==> src/rtl/xfifo_flow_if.sv <==
// Port bundle for the xfifo_flow routing FIFO: write/read requests, thresholds,
// error clear, and the read data / occupancy / error status returned.
interface xfifo_flow_if #(
    parameter int DATA_BITS = 10,
    parameter int ADDR_BITS = 3,
    parameter int DEST_BITS = 2
);
    logic [DATA_BITS-1:0] fifo_data_in;
    logic                 fifo_write;
    logic                 fifo_read;
    logic [ADDR_BITS:0]   high_limit;
    logic [ADDR_BITS:0]   low_limit;
    logic                 error_clear;

    logic [DATA_BITS-1:0] fifo_data_out;
    logic [DEST_BITS-1:0] destino;
    logic                 data_valid;
    logic                 full;
    logic                 empty;
    logic                 fifo_full_out;
    logic                 fifo_empty_out;
    logic [ADDR_BITS:0]   fifo_count;
    logic                 overflow_err;
    logic                 underflow_err;
    logic                 error_fifo_out;

    // Handshake: a write is taken on a rising edge when fifo_write is high and the
    // FIFO is not full (or a read is taken in the same edge); a read is taken when
    // fifo_read is high and the FIFO is not empty, and its word appears on
    // fifo_data_out with data_valid high for exactly the following cycle.
    modport master (
        output fifo_data_in, fifo_write, fifo_read, high_limit, low_limit, error_clear,
        input  fifo_data_out, destino, data_valid, full, empty, fifo_full_out,
               fifo_empty_out, fifo_count, overflow_err, underflow_err, error_fifo_out
    );

    modport slave (
        input  fifo_data_in, fifo_write, fifo_read, high_limit, low_limit, error_clear,
        output fifo_data_out, destino, data_valid, full, empty, fifo_full_out,
               fifo_empty_out, fifo_count, overflow_err, underflow_err, error_fifo_out
    );
endinterface

==> src/rtl/xfifo_flow.sv <==
// Circular-buffer FIFO between the input classifier and the per-destination arbiters,
// with registered read data, occupancy thresholds and sticky overflow/underflow errors.
module xfifo_flow #(
    parameter int DATA_BITS = 10,
    parameter int ADDR_BITS = 3,
    parameter int DEST_BITS = 2
) (
    input  logic         clk,
    input  logic         reset,
    xfifo_flow_if.slave  bus
);
    localparam int SIZE = 1 << ADDR_BITS;
    localparam logic [ADDR_BITS:0] FULL_CNT = (ADDR_BITS + 1)'(SIZE);
    localparam logic [ADDR_BITS:0] PTR_ONE  = (ADDR_BITS + 1)'(1);

    logic [DATA_BITS-1:0] mem_q [SIZE];

    logic [ADDR_BITS:0]   wr_ptr_q, wr_ptr_d;
    logic [ADDR_BITS:0]   rd_ptr_q, rd_ptr_d;
    logic [DATA_BITS-1:0] data_out_q, data_out_d;
    logic                 valid_q, valid_d;
    logic                 ovf_q, ovf_d;
    logic                 unf_q, unf_d;

    logic [ADDR_BITS:0]   count;
    logic                 full;
    logic                 empty;
    logic                 rd_acc;
    logic                 wr_acc;

    // Pointers carry one extra wrap bit so full and empty are distinguishable.
    assign count  = wr_ptr_q - rd_ptr_q;
    assign full   = (count == FULL_CNT);
    assign empty  = (count == '0);
    assign rd_acc = bus.fifo_read & ~empty;
    assign wr_acc = bus.fifo_write & (~full | rd_acc);

    always_comb begin
        wr_ptr_d   = wr_ptr_q;
        rd_ptr_d   = rd_ptr_q;
        data_out_d = data_out_q;
        valid_d    = 1'b0;
        ovf_d      = ovf_q & ~bus.error_clear;
        unf_d      = unf_q & ~bus.error_clear;

        if (wr_acc) begin
            wr_ptr_d = wr_ptr_q + PTR_ONE;
        end
        if (rd_acc) begin
            rd_ptr_d   = rd_ptr_q + PTR_ONE;
            data_out_d = mem_q[rd_ptr_q[ADDR_BITS-1:0]];
            valid_d    = 1'b1;
        end

        // A fresh error in the same cycle as error_clear keeps the flag set.
        if (bus.fifo_write & full & ~bus.fifo_read) begin
            ovf_d = 1'b1;
        end
        if (bus.fifo_read & empty) begin
            unf_d = 1'b1;
        end
    end

    always_ff @(posedge clk or negedge reset) begin
        if (!reset) begin
            wr_ptr_q   <= '0;
            rd_ptr_q   <= '0;
            data_out_q <= '0;
            valid_q    <= 1'b0;
            ovf_q      <= 1'b0;
            unf_q      <= 1'b0;
        end else begin
            wr_ptr_q   <= wr_ptr_d;
            rd_ptr_q   <= rd_ptr_d;
            data_out_q <= data_out_d;
            valid_q    <= valid_d;
            ovf_q      <= ovf_d;
            unf_q      <= unf_d;
        end
    end

    // Storage needs no reset: a slot is only ever read after it has been written.
    always_ff @(posedge clk) begin
        if (wr_acc) begin
            mem_q[wr_ptr_q[ADDR_BITS-1:0]] <= bus.fifo_data_in;
        end
    end

    assign bus.fifo_data_out  = data_out_q;
    assign bus.destino        = data_out_q[DATA_BITS-1 -: DEST_BITS];
    assign bus.data_valid     = valid_q;
    assign bus.full           = full;
    assign bus.empty          = empty;
    assign bus.fifo_count     = count;
    assign bus.fifo_full_out  = full | ((bus.high_limit != '0) & (count >= bus.high_limit));
    assign bus.fifo_empty_out = empty | ((bus.low_limit != '0) & (count <= bus.low_limit));
    assign bus.overflow_err   = ovf_q;
    assign bus.underflow_err  = unf_q;
    assign bus.error_fifo_out = ovf_q | unf_q;

endmodule

==> src/flat_wrapper.sv <==
// flat-port wrapper written by rule: the top's interface ports become plain ports
module xfifo_flow_flat 
#(
    parameter int DATA_BITS = 10,
    parameter int ADDR_BITS = 3,
    parameter int DEST_BITS = 2
)
  (clk, reset, bus_fifo_data_in, bus_fifo_write, bus_fifo_read, bus_high_limit, bus_low_limit, bus_error_clear, bus_fifo_data_out, bus_destino, bus_data_valid, bus_full, bus_empty, bus_fifo_full_out, bus_fifo_empty_out, bus_fifo_count, bus_overflow_err, bus_underflow_err, bus_error_fifo_out);
  xfifo_flow_if #(.DATA_BITS(DATA_BITS), .ADDR_BITS(ADDR_BITS), .DEST_BITS(DEST_BITS)) bus_i ();
  input  logic clk;
  input  logic reset;
  input wire logic [$bits(bus_i.fifo_data_in)-1:0] bus_fifo_data_in;
  input wire logic [$bits(bus_i.fifo_write)-1:0] bus_fifo_write;
  input wire logic [$bits(bus_i.fifo_read)-1:0] bus_fifo_read;
  input wire logic [$bits(bus_i.high_limit)-1:0] bus_high_limit;
  input wire logic [$bits(bus_i.low_limit)-1:0] bus_low_limit;
  input wire logic [$bits(bus_i.error_clear)-1:0] bus_error_clear;
  output wire logic [$bits(bus_i.fifo_data_out)-1:0] bus_fifo_data_out;
  output wire logic [$bits(bus_i.destino)-1:0] bus_destino;
  output wire logic [$bits(bus_i.data_valid)-1:0] bus_data_valid;
  output wire logic [$bits(bus_i.full)-1:0] bus_full;
  output wire logic [$bits(bus_i.empty)-1:0] bus_empty;
  output wire logic [$bits(bus_i.fifo_full_out)-1:0] bus_fifo_full_out;
  output wire logic [$bits(bus_i.fifo_empty_out)-1:0] bus_fifo_empty_out;
  output wire logic [$bits(bus_i.fifo_count)-1:0] bus_fifo_count;
  output wire logic [$bits(bus_i.overflow_err)-1:0] bus_overflow_err;
  output wire logic [$bits(bus_i.underflow_err)-1:0] bus_underflow_err;
  output wire logic [$bits(bus_i.error_fifo_out)-1:0] bus_error_fifo_out;
  assign bus_i.fifo_data_in = bus_fifo_data_in;
  assign bus_i.fifo_write = bus_fifo_write;
  assign bus_i.fifo_read = bus_fifo_read;
  assign bus_i.high_limit = bus_high_limit;
  assign bus_i.low_limit = bus_low_limit;
  assign bus_i.error_clear = bus_error_clear;
  assign bus_fifo_data_out = bus_i.fifo_data_out;
  assign bus_destino = bus_i.destino;
  assign bus_data_valid = bus_i.data_valid;
  assign bus_full = bus_i.full;
  assign bus_empty = bus_i.empty;
  assign bus_fifo_full_out = bus_i.fifo_full_out;
  assign bus_fifo_empty_out = bus_i.fifo_empty_out;
  assign bus_fifo_count = bus_i.fifo_count;
  assign bus_overflow_err = bus_i.overflow_err;
  assign bus_underflow_err = bus_i.underflow_err;
  assign bus_error_fifo_out = bus_i.error_fifo_out;
  xfifo_flow #(.DATA_BITS(DATA_BITS), .ADDR_BITS(ADDR_BITS), .DEST_BITS(DEST_BITS)) u_core (.clk(clk), .reset(reset), .bus(bus_i));
endmodule
==> config.mk <==
export PLATFORM = sky130hd
export DESIGN_NAME = xfifo_flow_flat
export DESIGN_NICKNAME = d
export VERILOG_FILES = /design/src/rtl/xfifo_flow_if.sv /design/src/rtl/xfifo_flow.sv /design/src/flat_wrapper.sv
export SDC_FILE = /design/constraint.sdc
export NUM_CORES = 1
export LEC_CHECK = 0
export ABC_AREA = 1
export ABC_CLOCK_PERIOD_IN_PS = 2850
export CAP_MARGIN = 25
export CORE_ASPECT_RATIO = 1.2
export CORE_MARGIN = 2
export CORE_UTILIZATION = 52
export CTS_CLUSTER_DIAMETER = 30
export DETAILED_ROUTE_END_ITERATION = 10
export PLACE_DENSITY = 0.74
export SLEW_MARGIN = 20
export SYNTH_ARGS = -nofsm -noshare
export SYNTH_HDL_FRONTEND = slang
export SYNTH_SLANG_ARGS = --single-unit
==> constraint.sdc <==
create_clock -name clk -period 2.85 [get_ports clk]
set_input_delay 0.4275 -clock clk [delete_from_list [all_inputs] [get_ports clk]]
set_output_delay 0.4275 -clock clk [all_outputs]
set_load 0.1 [all_outputs]
Word-level counts from Yosys, hierarchy flattened
Memory sizes are Yosys's and may differ from the RTL's. A register that Yosys moved wholly into a read port is not among the register bits.
Cells that the tools add are included.
- add/sub/neg operators: 3
- $mul: 0
- divide/modulo/power cells: 0
- magnitude comparators: 2
- equal/unequal tests: 1
- shift operators: 0
- mux-type cells: 5
- bitwise logic cells: 17
- reductions and logical operators: 4
- operators with widths (kind ; count):
    $and 1x1->1 ; 9
    $add 4x1->4 const B ; 2
    $reduce_bool 4->1 ; 2
    $mux 1 ; 5
    $eq 4x4->1 const B ; 1
    $ge 4x4->1 ; 1
    $le 4x4->1 ; 1
    $logic_not 4->1 ; 1
    $not 1->1 ; 4
    $or 1x1->1 ; 4
    $sub 4x4->4 ; 1
    $logic_not 1->1 ; 1
- register bits: 11
- bits in latches: 0
- RAM bits: 80
- ROM bits: 0
- output and inout port bits: 24
- logic and storage cells: 38
- memories kept: 1
- memories (name ; depth ; bits a word ; read ports ; clocked after Yosys merged registers in ; wr ports ; line ; text):
    u_core.mem_q ; 8 ; 10 ; 1 ; 1 ; 1 ; xfifo_flow.sv:16 ; logic [DATA_BITS-1:0] mem_q [SIZE];

Depth between registers and ports, before layout
- depth in word-level cells: 8
- mapped depth: 13

Least setup slack after synthesis
Ideal clock, no wire load.
- path type: register -> output
- start: reg u_core.rd_ptr_q[1]
- end: out bus_fifo_empty_out
- data arrival time: 3.308 ns
- path slack: -0.885 ns
- cell stages (with the launch flop): 10
- cells stage by stage: dfrtp_1 inv_1 clkbuf_1 fa_1 ha_1 nand3_1 o211ai_1 o21ai_0 nand2_1 nand2_1
- longest elaborated chain between the ends: 4
- elaborated cells on any way between the ends: 5
- RTL lines (item ; line ; text):
    start: declaration ; xfifo_flow.sv:19 ; logic [ADDR_BITS:0] rd_ptr_q, rd_ptr_d;
    start signal: assignment ; xfifo_flow.sv:74 ; rd_ptr_q <= rd_ptr_d;
    $sub 4x4->4 * ; xfifo_flow.sv:32 ; assign count = wr_ptr_q - rd_ptr_q;
    named net bus_fifo_count[1] ; flat_wrapper.sv:25 ; output wire logic [$bits(bus_i.fifo_count)-1:0] bus_fifo_count;
    $le 4x4->1 ; xfifo_flow.sv:96 ; assign bus.fifo_empty_out = empty | ((bus.low_limit != '0) & (count <= bus.low_limit));
    $and 1x1->1 ; xfifo_flow.sv:96 ;
    $or 1x1->1 * ; xfifo_flow.sv:96 ;
    end: declaration ; flat_wrapper.sv:24 ; output wire logic [$bits(bus_i.fifo_empty_out)-1:0] bus_fifo_empty_out;
The timed path passes the listed nets; every way through them passes the cells marked *.

Worst setup path after layout
- start: reg u_core.wr_ptr_q[0]
- end: out bus_fifo_full_out
- longest elaborated chain between the ends: 4
- elaborated cells on any way between the ends: 5
- RTL lines (item ; line ; text):
    start: declaration ; xfifo_flow.sv:18 ; logic [ADDR_BITS:0] wr_ptr_q, wr_ptr_d;
    start signal: assignment ; xfifo_flow.sv:73 ; wr_ptr_q <= wr_ptr_d;
    $sub 4x4->4 * ; xfifo_flow.sv:32 ;
    $ge 4x4->1 ; xfifo_flow.sv:95 ; assign bus.fifo_full_out = full | ((bus.high_limit != '0) & (count >= bus.high_limit));
    $and 1x1->1 ; xfifo_flow.sv:95 ;
    $or 1x1->1 * ; xfifo_flow.sv:95 ;
    end: declaration ; flat_wrapper.sv:23 ; output wire logic [$bits(bus_i.fifo_full_out)-1:0] bus_fifo_full_out;
Mark *: on every way between the ends. The rest lies on a longest branch, timed or not.

==> results.sh <==
export IMPL_post_synth_num_cell_types=24
export IMPL_dr_pass1_iters=5
export IMPL_drc=0
export IMPL_seq_area_frac_synth=0.642
export IMPL_min_period_ns=2.99
export IMPL_vias=3315
export IMPL_violations="negative setup slack"
export IMPL_clk_pin_slew_ns=0.10
export IMPL_dp_hpwl_um=6270
export IMPL_period_share=1.05
export IMPL_cts_buffers=9
export IMPL_ios=47
export IMPL_htreeDepth=3
export IMPL_finalSetupViolCount=3
export IMPL_worstSetupStartpointType="register"
export IMPL_tightest_slew_ns=0.515
export IMPL_setup_ws_ns=-0.139
export IMPL_drtIter0Drc=337
export IMPL_antenna_found_initial=0
export IMPL_die_h_um=107
export IMPL_core_um2=8560
export IMPL_cp_max_fo=3
export IMPL_fmax_ghz=0.335
export IMPL_area_growth_pct=26.5
export IMPL_die_area_um2=9540
export IMPL_cts_tree="yes"
export IMPL_rows=37
export IMPL_antennaDiodeCount=0
export IMPL_clock_path_buffers=2
export IMPL_worstSetupPathType="register to output pin"
export IMPL_portBuffers=46
export IMPL_syn_nets=491
export IMPL_rsz0062_at_grt="yes"
export IMPL_fin_nets=555
export IMPL_insertion_delay_ns=0.36
export IMPL_fin_cells=642
export IMPL_yosysWarnings=0
export IMPL_dpl_worst_slack_ns=0.165
export IMPL_grt_ovfl_total=0
export IMPL_fin_skew_ns=0.0101
export IMPL_grt_max_degree=45
export IMPL_status="finished with violations"
export IMPL_nFillCells=609
export IMPL_cts_sinks=101
export IMPL_syn_inst=456
export IMPL_syn_avg_cell_area_um2=10.0
export IMPL_drive_above_1_share=0.204
export IMPL_synth_area_um2=4560
export IMPL_crit_arrival_ns=2.56
export IMPL_dp_cells=614
export IMPL_start_util=0.533
export IMPL_critPathCaptureType="output pin"
export IMPL_routedWlPerCell_um=15.3
export IMPL_max_slew_margin=0.655
export IMPL_hold_viol_final=0
export IMPL_ant_nets=0
export IMPL_die_w_um=89.5
export IMPL_grt_first_pass_wirelength_um=15500
export IMPL_viasPerCell=5.16
export IMPL_root_buffer="clkbuf_8"
export IMPL_worstHoldPathType="input pin to async pin"
export IMPL_cap_violations=0
export IMPL_wirelength_um=9830
export IMPL_required_ns=2.42
export IMPL_gp_congestion=0.866
export IMPL_track_usage=0.219
export IMPL_first_global_vias=3201
export IMPL_synth_seq_cells=101
export IMPL_slew_viol_final=0
## through the flow
step	instance area (µm²)	hold WS (ns)	utilization	setup TNS, ns
2_1_floorplan	4670	0.132	-	-0.255
3_3_place_gp	5330	0.468	0.622	0
3_5_place_dp	5330	0.468	0.622	0
4_1_cts	5650	0.490	0.659	-0.126
5_1_grt	5770	0.422	0.674	-0.776
6_report	5770	0.403	0.674	-0.327
## placed cells by master (no fill, tap or decap), types with 6 or more instances in the layout
master / count
nor2_1: 83
nand3_1: 26
ha_4: 6
buf_4: 43
buf_12: 8
o21ai_0: 40
clkdlybuf4s50_1: 22
clkbuf_8: 12
inv_1: 25
edfxtp_1: 80
dfrtp_1: 20
nand2_1: 106
## flip-flops by register name, indices dropped and copies added (netlist names)
name,count
u_core.wr_ptr_q,4
u_core.mem_q,80
u_core.bus.fifo_data_out,10
u_core.bus.data_valid,1
u_core.bus.underflow_err,1
u_core.rd_ptr_q,4
u_core.bus.overflow_err,1
## layer usage
layer,vias up,GRT usage,routed length [µm]
met5,-,0,0
met2,97,0.359,4970
li1,1629,-,-
met1,1569,0.288,4170
met4,0,0.0970,255
met3,20,0.0285,427
## critical path, cell delays in order, from the launching register on
cell and delay [ns]:
dfrtp_1 0.40, inv_2 0.08, ha_4 0.14, inv_4 0.04
fa_2 0.64, ha_4 0.22, o21ai_2 0.05, nand2_1 0.06
o21ai_1 0.16, nand2_1 0.08, nand2_2 0.12, nand2_8 0.06
buf_12 0.16
## cells in the mapped netlist
| cell | count | area share |
|---|---|---|
| xor2_1 | 4 | 0.0077 |
| buf_1 | 1 | 0.00082 |
| nand3_4 | 1 | 0.0038 |
| inv_1 | 30 | 0.025 |
| dfrtp_1 | 21 | 0.12 |
| fa_1 | 1 | 0.0044 |
| nand3_2 | 1 | 0.0022 |
| ha_1 | 11 | 0.030 |
| nand2_4 | 1 | 0.0025 |
| edfxtp_1 | 80 | 0.53 |
| nor3_1 | 1 | 0.0011 |
| o22ai_1 | 2 | 0.0027 |
| nand2_1 | 113 | 0.093 |
| buf_2 | 5 | 0.0055 |
| buf_6 | 1 | 0.0025 |
| clkbuf_1 | 13 | 0.011 |
| nand2_2 | 2 | 0.0027 |
| a21oi_1 | 2 | 0.0022 |
| o21ai_0 | 43 | 0.047 |
| buf_4 | 2 | 0.0033 |
| o211ai_1 | 1 | 0.0016 |
| nand3_1 | 28 | 0.031 |
| nor3_4 | 1 | 0.0036 |
| nor2_1 | 91 | 0.075 |
## kinds of logic after synthesis
logic type | synth area share
xor+xnor | 0.00768
flops | 0.642
buf+inv | 0.0475
simple gates | 0.215
fa+ha+maj | 0.0346
compound gates | 0.0538
## cell type report
cell class / instances / area [µm²] / area share
Inverter: 30 / 123 / 0.0213
Clock inverter: 4 / 52.6 / 0.00911
Clock buffer: 12 / 165 / 0.0286
Timing Repair Buffer: 75 / 742 / 0.129
Multi-Input combinational cell: 303 / 1610 / 0.279
Sequential cell: 101 / 2930 / 0.508
Tap cell: 117 / 146 / 0.0254
## final timing paths
| kind | cells after the start | slack [ns] | startpoint | end |
|---|---|---|---|---|
| setup reg to reg | 12 | 0.14 | u_core.wr_ptr_q[0] | u_core.mem_q[6][6] |
| min in group clk | 2 | 0.49 | u_core.bus.fifo_data_out[5] | u_core.bus.fifo_data_out[5] |
| setup / recovery | 12 | -0.14 | u_core.wr_ptr_q[0] | bus_fifo_full_out |
| hold reg to reg | 2 | 0.49 | u_core.bus.fifo_data_out[5] | u_core.bus.fifo_data_out[5] |
| hold / removal | 1 | 0.40 | reset | u_core.rd_ptr_q[2] |
| max in group asynchronous | 2 | 1.96 | reset | u_core.wr_ptr_q[1] |
## what timing repair did
action / CTS / global route
setup buffers: 6 / 4
endpoints found under the hold margin: 0 / 0
pin swaps: 8 / 12
endpoints found under the setup margin: 2 / 4
gates resized for setup: 10 / 10
hold buffers: 0 / 0
Power is not shown: default switching activity piles up to over one toggle a cycle in this logic, so the estimate is an artifact.
